==> config.mk <==
export PLATFORM = sky130hd
export DESIGN_NAME = icache_line_fill_responder
export DESIGN_NICKNAME = d
export VERILOG_FILES = /design/src/rtl/icache_line_fill_responder.sv
export SDC_FILE = /design/constraint.sdc
export NUM_CORES = 1
export LEC_CHECK = 0
export BUFFER_PORTS_ARGS = -buffer_cell sky130_fd_sc_hd__clkbuf_2
export CAP_MARGIN = 20
export CORE_AREA = 2 2 123 185
export DETAILED_ROUTE_END_ITERATION = 16
export DIE_AREA = 0 0 125 187
export GPL_TIMING_DRIVEN = 0
export PLACE_DENSITY = 0.78
export SYNTH_ARGS = -nofsm -noshare
export SYNTH_HDL_FRONTEND = slang
export SYNTH_SLANG_ARGS = --single-unit
==> constraint.sdc <==
create_clock -name clk_i -period 2.8 [get_ports clk_i]
set_input_delay 0.28 -clock clk_i [delete_from_list [all_inputs] [get_ports clk_i]]
set_output_delay 0.28 -clock clk_i [all_outputs]
set_load 0.005 [all_outputs]
==> src/rtl/icache_line_fill_responder.sv <==
`default_nettype none
// ============================================================================
// Module      : icache_line_fill_responder
// Description : Memory-side refill responder for the instruction cache. It
//               fetches one line word-by-word from a word-wide memory and
//               returns it with a single-cycle ready pulse. Optional macro
//               ICACHE_CRITICAL_WORD_FIRST_EN starts at the requested word.
// Revision    : 1.0 - initial release
// ============================================================================
module icache_line_fill_responder #(
    parameter int unsigned ADDRESS_SIZE  = 40,
    parameter int unsigned I_WORD_SIZE   = 32,
    parameter int unsigned N_WORDS_BLOCK = 4,
    parameter int unsigned MEM_BUS       = 128
) (
    input  logic                    clk_i,
    input  logic                    rstn_i,
    input  logic                    m_strobe_i,
    input  logic [ADDRESS_SIZE-1:0] m_a_i,
    output logic [MEM_BUS-1:0]      mdout_o,
    output logic                    m_ready_o,
    output logic                    w_req_o,
    output logic [ADDRESS_SIZE-1:0] w_addr_o,
    input  logic                    w_gnt_i,
    input  logic                    w_rvalid_i,
    input  logic [I_WORD_SIZE-1:0]  w_rdata_i
);

    localparam int unsigned INDEX_WORD_BITS = $clog2(N_WORDS_BLOCK);
    localparam int unsigned c_BASE_BITS     = ADDRESS_SIZE - INDEX_WORD_BITS;
    localparam logic [INDEX_WORD_BITS:0]   c_LAST_CNT = (INDEX_WORD_BITS+1)'(N_WORDS_BLOCK - 1);
    localparam logic [INDEX_WORD_BITS:0]   c_CNT_ONE  = (INDEX_WORD_BITS+1)'(1);
    localparam logic [INDEX_WORD_BITS-1:0] c_IDX_ONE  = (INDEX_WORD_BITS)'(1);

    typedef enum logic [2:0] {
        S_IDLE = 3'd0,
        S_REQ  = 3'd1,
        S_WAIT = 3'd2,
        S_RESP = 3'd3,
        S_HOLD = 3'd4
    } state_t;

    state_t                     r_state;
    state_t                     w_state_next;
    logic [c_BASE_BITS-1:0]     r_base;
    logic [INDEX_WORD_BITS-1:0] r_idx;
    logic [INDEX_WORD_BITS:0]   r_cnt;
    logic [I_WORD_SIZE-1:0]     r_words [N_WORDS_BLOCK];
    logic [MEM_BUS-1:0]         w_line;
    logic [MEM_BUS-1:0]         r_mdout;
    logic                       r_ready;
    logic [INDEX_WORD_BITS-1:0] w_start_idx;
    logic                       w_line_match;
    logic                       w_start;
    logic                       w_store;
    logic                       w_deliver;

`ifdef ICACHE_CRITICAL_WORD_FIRST_EN
    assign w_start_idx = m_a_i[INDEX_WORD_BITS-1:0];
`else
    logic w_unused_offset;
    assign w_unused_offset = ^m_a_i[INDEX_WORD_BITS-1:0];
    assign w_start_idx     = '0;
`endif

    assign w_line_match = (m_a_i[ADDRESS_SIZE-1:INDEX_WORD_BITS] == r_base);

    // Slots are placed by word index regardless of fetch order.
    for (genvar k = 0; k < N_WORDS_BLOCK; k++) begin : g_line_pack
        assign w_line[k*I_WORD_SIZE +: I_WORD_SIZE] = r_words[k];
    end

    always_ff @(posedge clk_i) begin
        if (!rstn_i) begin
            r_state <= S_IDLE;
        end else begin
            r_state <= w_state_next;
        end
    end

    always_comb begin
        w_state_next = r_state;
        w_req_o      = 1'b0;
        w_start      = 1'b0;
        w_store      = 1'b0;
        w_deliver    = 1'b0;
        case (r_state)
            S_IDLE: begin
                if (m_strobe_i) begin
                    w_start      = 1'b1;
                    w_state_next = S_REQ;
                end
            end
            S_REQ: begin
                w_req_o = 1'b1;
                if (w_gnt_i) begin
                    w_state_next = S_WAIT;
                end
            end
            S_WAIT: begin
                if (w_rvalid_i) begin
                    w_store      = 1'b1;
                    w_state_next = (r_cnt == c_LAST_CNT) ? S_RESP : S_REQ;
                end
            end
            S_RESP: begin
                // A dropped strobe or a different line discards the fill silently.
                if (m_strobe_i && w_line_match) begin
                    w_deliver    = 1'b1;
                    w_state_next = S_HOLD;
                end else begin
                    w_state_next = S_IDLE;
                end
            end
            S_HOLD: begin
                w_state_next = S_IDLE;
            end
            default: begin
                w_state_next = S_IDLE;
            end
        endcase
    end

    always_ff @(posedge clk_i) begin
        if (!rstn_i) begin
            r_base  <= '0;
            r_idx   <= '0;
            r_cnt   <= '0;
            r_mdout <= '0;
            r_ready <= 1'b0;
        end else begin
            r_ready <= 1'b0;
            if (w_start) begin
                r_base <= m_a_i[ADDRESS_SIZE-1:INDEX_WORD_BITS];
                r_idx  <= w_start_idx;
                r_cnt  <= '0;
            end
            if (w_store) begin
                r_idx <= r_idx + c_IDX_ONE;
                r_cnt <= r_cnt + c_CNT_ONE;
            end
            if (w_deliver) begin
                r_ready <= 1'b1;
                r_mdout <= w_line;
            end
        end
    end

    // Line buffer needs no reset: it is only exposed after a complete fill.
    always_ff @(posedge clk_i) begin
        if (w_store) begin
            r_words[r_idx] <= w_rdata_i;
        end
    end

    assign w_addr_o  = {r_base, r_idx};
    assign mdout_o   = r_mdout;
    assign m_ready_o = r_ready;

endmodule
`default_nettype wire
==> results.md <==
Status:
- The flow ran to the end, and the final reports show no timing, DRC or antenna violations.

Critical path:
- The beginning of the worst register-to-register path is r_base[28]$_SDFFE_PN0P_.
- The slowest stage of the critical path is the sky130_fd_sc_hd__clkbuf_1 cell.
- The category of the worst setup path capture point is a flip-flop.
- In this design, the stage delay of the slowest critical-path cell is 0.62 ns.
- The arrival time reported for the critical path endpoint is 3.12 ns.
- For flop-to-flop paths, the worst setup slack is 0.23 ns.
- The type of origin of the critical path is a primary input.
- STA puts the critical path data required time at 3.27 ns.
- Along the worst path, the maximum fanout reaches 10.
- The number of cells on the worst reg-to-reg path is 7.
- The worst setup path is of the primary input to flip-flop kind.
- The critical path goes through dlygate4sd3_1, clkbuf_2, xor2_1, nor4_2, and4_1, clkbuf_1, buf_2, nand4_1, a21oi_1.
- Broken down by cell family, the worst path's largest delay share belongs to buffers and inverters.
- Together, buffers and inverters on the worst path number 4.
- In this run the critical register-to-register path is captured at mdout_o[47]$_SDFFE_PN0P_.

Synth:
- The largest total area in the synthesized netlist belongs to sky130_fd_sc_hd__edfxtp_1.
- The number of synthesized flops with an enable pin is 128.
- Counting flops and latches in the post-synthesis netlist gives 303.
- The share of the Yosys chip area taken by registers is 0.633.
- The share of the synthesized area in the top cell type is 0.331.
- The synthesized netlist net count is around 1100.
- In the post-synthesis netlist, the biggest area contributors are sky130_fd_sc_hd__edfxtp_1 (33%), sky130_fd_sc_hd__dfxtp_1 (30%), sky130_fd_sc_hd__o31ai_1 (8.3%).
- The number of distinct library cell variants in the gate-level netlist after synthesis is 37.
- The post-synthesis async set-or-reset flop share is 0.
- The average size of a mapped cell is 11.4 um2.
- Summing every instance area after synthesis gives 11600 um2.
- During synthesis, Yosys emitted a total of 0 warnings.
- The gate count after technology mapping is 1016.
- The flip-flop cell with the highest count after synthesis is sky130_fd_sc_hd__dfxtp_1.

Routing:
- Using the TritonRoute via totals, the vias-per-cell ratio works out to just under 6.
- The number of iterations in the first detailed-routing pass is 4.
- The detail-routed net length per standard cell is 21.3 um.
- The routed design has 34700 um of wire.
- The met1 routed wirelength after detailed routing is 12200 um.
- The number of remaining DRC errors is 0.
- Detailed routing inserted a total of 9652 vias.
- The first routing iteration left 646 violations.
- The final antenna-violating net count is 0.
- Signal routing reaches up to met4.
- The amount of wire on met2 after detailed routing is 17900 um.
- The detailed route wirelength on metal3 is 2690 um.

Timing:
- The pin slew with the least headroom to its limit is 0.915 ns.
- The total count of max-transition violations in the final report came to 0.
- Dividing the final minimum period by the clock period gives 0.949.
- The number of hold violations in the final report is 0.
- The fmax is between 300 and 400 MHz.
- The final critical-path required period is roughly 2.7 ns.
- Across all hold checks on the routed design, the worst slack comes to between 0.007 and 0.008 ns.
- Setup repair after global routing left no endpoint under its margin.
- The remaining max-slew budget at the tightest pin is 0.390.
- The number of failing setup endpoints in the final timing report is 0.
- On the final layout, the worst clock skew is 0.0218 ns.

Placed design:
- The number of placed instances, taps included is ~1500.
- The total of buffers placed on input and output ports is approximately 240.
- At the end of routability-driven placement, the weighted congestion stood at 0.867.
- The post-DP HPWL is between 20000 and 25000 um.

Power:
- The leakage component of the power is between 5 and 6 nW.
- The maximum VDD drop is 623 uV.
- The total power is 8.94 mW.
- In this run the power density over the cells is about 620 nW/um2.

Clocking:
- The clock tree buffer depth is 3.
- The clock-pin slew on the worst setup and hold paths is roughly 0.07 ns.
- The number of resized instances in the post-cts repair step is 0.
- CTS built an H-tree with a depth of 1.
- The CTS tree is done.
- The clock buffer count from CTS is 27.
- The tree is rooted in a sky130_fd_sc_hd__clkbuf_16.
- The CTS sink count is 303.
- For the worst-skew pair, the clock arrives at the later sink with an insertion delay of 0.54 ns.

Run:
- The count of maximum capacitance violations is 0.

GRT:
- The wire length of the first global-routing pass is 52600 um.
- The number of antenna violations at the first check in global routing is 0.
- Entering global routing, the biggest net connects 33 pins.
- The number of global-route vias before repair is 9653.
- The remaining global-route overflow is 0.
- The overall fraction of global-route tracks in use is 0.286.

Finish:
- The number of antenna cells inserted is 0.
- The number of inserted filler cells in the final layout is around 1600.
- The signed area change from the synthesized netlist to the final layout is 25.1%.
- The non-filler instance count after layout is between 1500 and 2000.
- In the final layout, the share of cells above drive strength 1 is 0.268.
- The net total in the final layout is 1416.

Die:
- The area of the die is 23400 um2.
- 247 I/O pins were placed.
- The initialized floorplan defines 67 standard-cell rows.
- The total core area is 22000 um2.
- The initial utilization of the core area, before any placement, comes to 0.529.
- The die boundary height is roughly 190 um.
- The width of the chip is 125 um.

Hold path:
- In this run the most critical hold path is launched from m_a_i[27].
- The worst hold path belongs to the class primary input to flip-flop.
- The capture endpoint of the worst hold path is r_base[25]$_SDFFE_PN0P_.
- The worst hold path was traced through 3 stages.
==> cell families (layout without fill, tap and decap cells) <==
logic type	after synthesis	count (layout)	synth area share
XOR/XNOR	38	38	0.0287
AO/OA/AOI/OAI	302	302	0.159
AND/OR/NAND/NOR	246	246	0.120
buffers and inverters	119	456	0.0511
multiplexers	2	2	0.00172
adder cells (fa/ha/maj)	6	6	0.00647
flip-flops	303	303	0.633
==> state kept, by name, indices dropped and copies added (netlist names) <==
signal,cells
r_cnt,3
m_ready_o,1
r_idx,2
mdout_o,128
r_words,128
r_base,38
r_state,3
==> tightest hold or removal path: stages <==
cell	delay (ns)
sky130_fd_sc_hd__clkbuf_2	0.10
sky130_fd_sc_hd__nand2_1	0.06
sky130_fd_sc_hd__a21oi_1	0.05
==> placed cells by master, fill, tap and decap left out, drive strengths merged <==
cell | Yosys | layout
nand3 | 1 | 1
nand4b | 1 | 1
inv | 5 | 6
edfxtp | 128 | 128
nand2b | 2 | 2
and4 | 3 | 3
o21ai | 2 | 2
dfxtp | 175 | 175
clkinv | 0 | 13
xnor2 | 2 | 2
nand2 | 77 | 77
mux2i | 2 | 2
o32a | 1 | 1
xor2 | 36 | 36
ha | 6 | 6
buf | 64 | 69
o31ai | 128 | 128
nand4 | 131 | 131
nand3b | 1 | 1
bufinv | 0 | 2
a211oi | 2 | 2
a21oi | 166 | 166
nor2b | 1 | 1
nor2 | 9 | 9
nor4 | 10 | 10
dlygate4sd3 | 0 | 39
and2 | 4 | 4
and3 | 1 | 1
a22oi | 3 | 3
nor4b | 1 | 1
clkbuf | 50 | 327
nor3 | 2 | 2
nor3b | 2 | 2
==> area by class of cell <==
type                       instances  area [um2]  area share
inverter                           5        18.8     0.00129
buffer                           114         574      0.0395
multi-input combinational        594        3670       0.253
sequential                       303        7350       0.506
clock inverter                    16         143     0.00982
tap                              276         345      0.0238
timing repair buffer             288        1690       0.116
clock buffer                      33         738      0.0508
==> through the flow <==
step	setup TNS [ns]	instance area (um2)	setup WS, ns	util
2_1_floorplan	0	11600	0.607	-
3_3_place_gp	-3.12	13200	-0.0681	0.600
3_5_place_dp	-3.53	13200	-0.0890	0.602
4_1_cts	0	14500	0.140	0.661
5_1_grt	0	14500	0.0838	0.661
6_report	0	14500	0.143	0.661
==> cells in the mapped netlist (5+ instances only) <==
library cell,number
sky130_fd_sc_hd__nand2_1,77
sky130_fd_sc_hd__ha_1,6
sky130_fd_sc_hd__clkbuf_1,50
sky130_fd_sc_hd__nor4_1,6
sky130_fd_sc_hd__buf_1,5
sky130_fd_sc_hd__buf_6,10
sky130_fd_sc_hd__xor2_1,36
sky130_fd_sc_hd__nor2_1,9
sky130_fd_sc_hd__edfxtp_1,128
sky130_fd_sc_hd__dfxtp_1,175
sky130_fd_sc_hd__a21oi_1,166
sky130_fd_sc_hd__buf_2,45
sky130_fd_sc_hd__o31ai_1,128
sky130_fd_sc_hd__nand4_1,130
==> power by group <==
part	internal [mW]	total, mW	switching [mW]
Combinational	0.197	0.518	0.321
Clock	2.07	3.70	1.63
Sequential	4.67	4.72	0.0499
Total	6.93	8.94	2.01
==> repair_timing <==
| action | CTS | global route |
|---|---|---|
| hold buffers | 39 | 0 |
| buffers inserted | 2 | 1 |
| setup endpoints to repair | 63 | 79 |
| pin swaps | 1 | 1 |
| hold endpoints to repair | 55 | 0 |
==> worst max-delay path by stage <==
stage	slack (ns)	cells past startpoint	startpoint	endpoint
floorplan	0.61	5	r_state[0]$_SDFFE_PN0P_	r_words[0][0]$_DFFE_PP_
global placement	-0.07	8	m_a_i[3]	mdout_o[56]$_SDFFE_PN0P_
detailed placement	-0.09	8	m_a_i[3]	mdout_o[71]$_SDFFE_PN0P_
CTS	0.14	9	m_a_i[30]	mdout_o[55]$_SDFFE_PN0P_
global route	0.08	9	m_a_i[30]	mdout_o[47]$_SDFFE_PN0P_
finish	0.14	9	m_a_i[30]	mdout_o[47]$_SDFFE_PN0P_
==> layer usage <==
metal | track usage | vias to the layer above
li1 | - | 4501
met1 | 0.322 | 4611
met2 | 0.516 | 436
met3 | 0.0529 | 104
met4 | 0.144 | 0
met5 | 0 | -
Note: power is estimated with default switching activity, not from simulation.
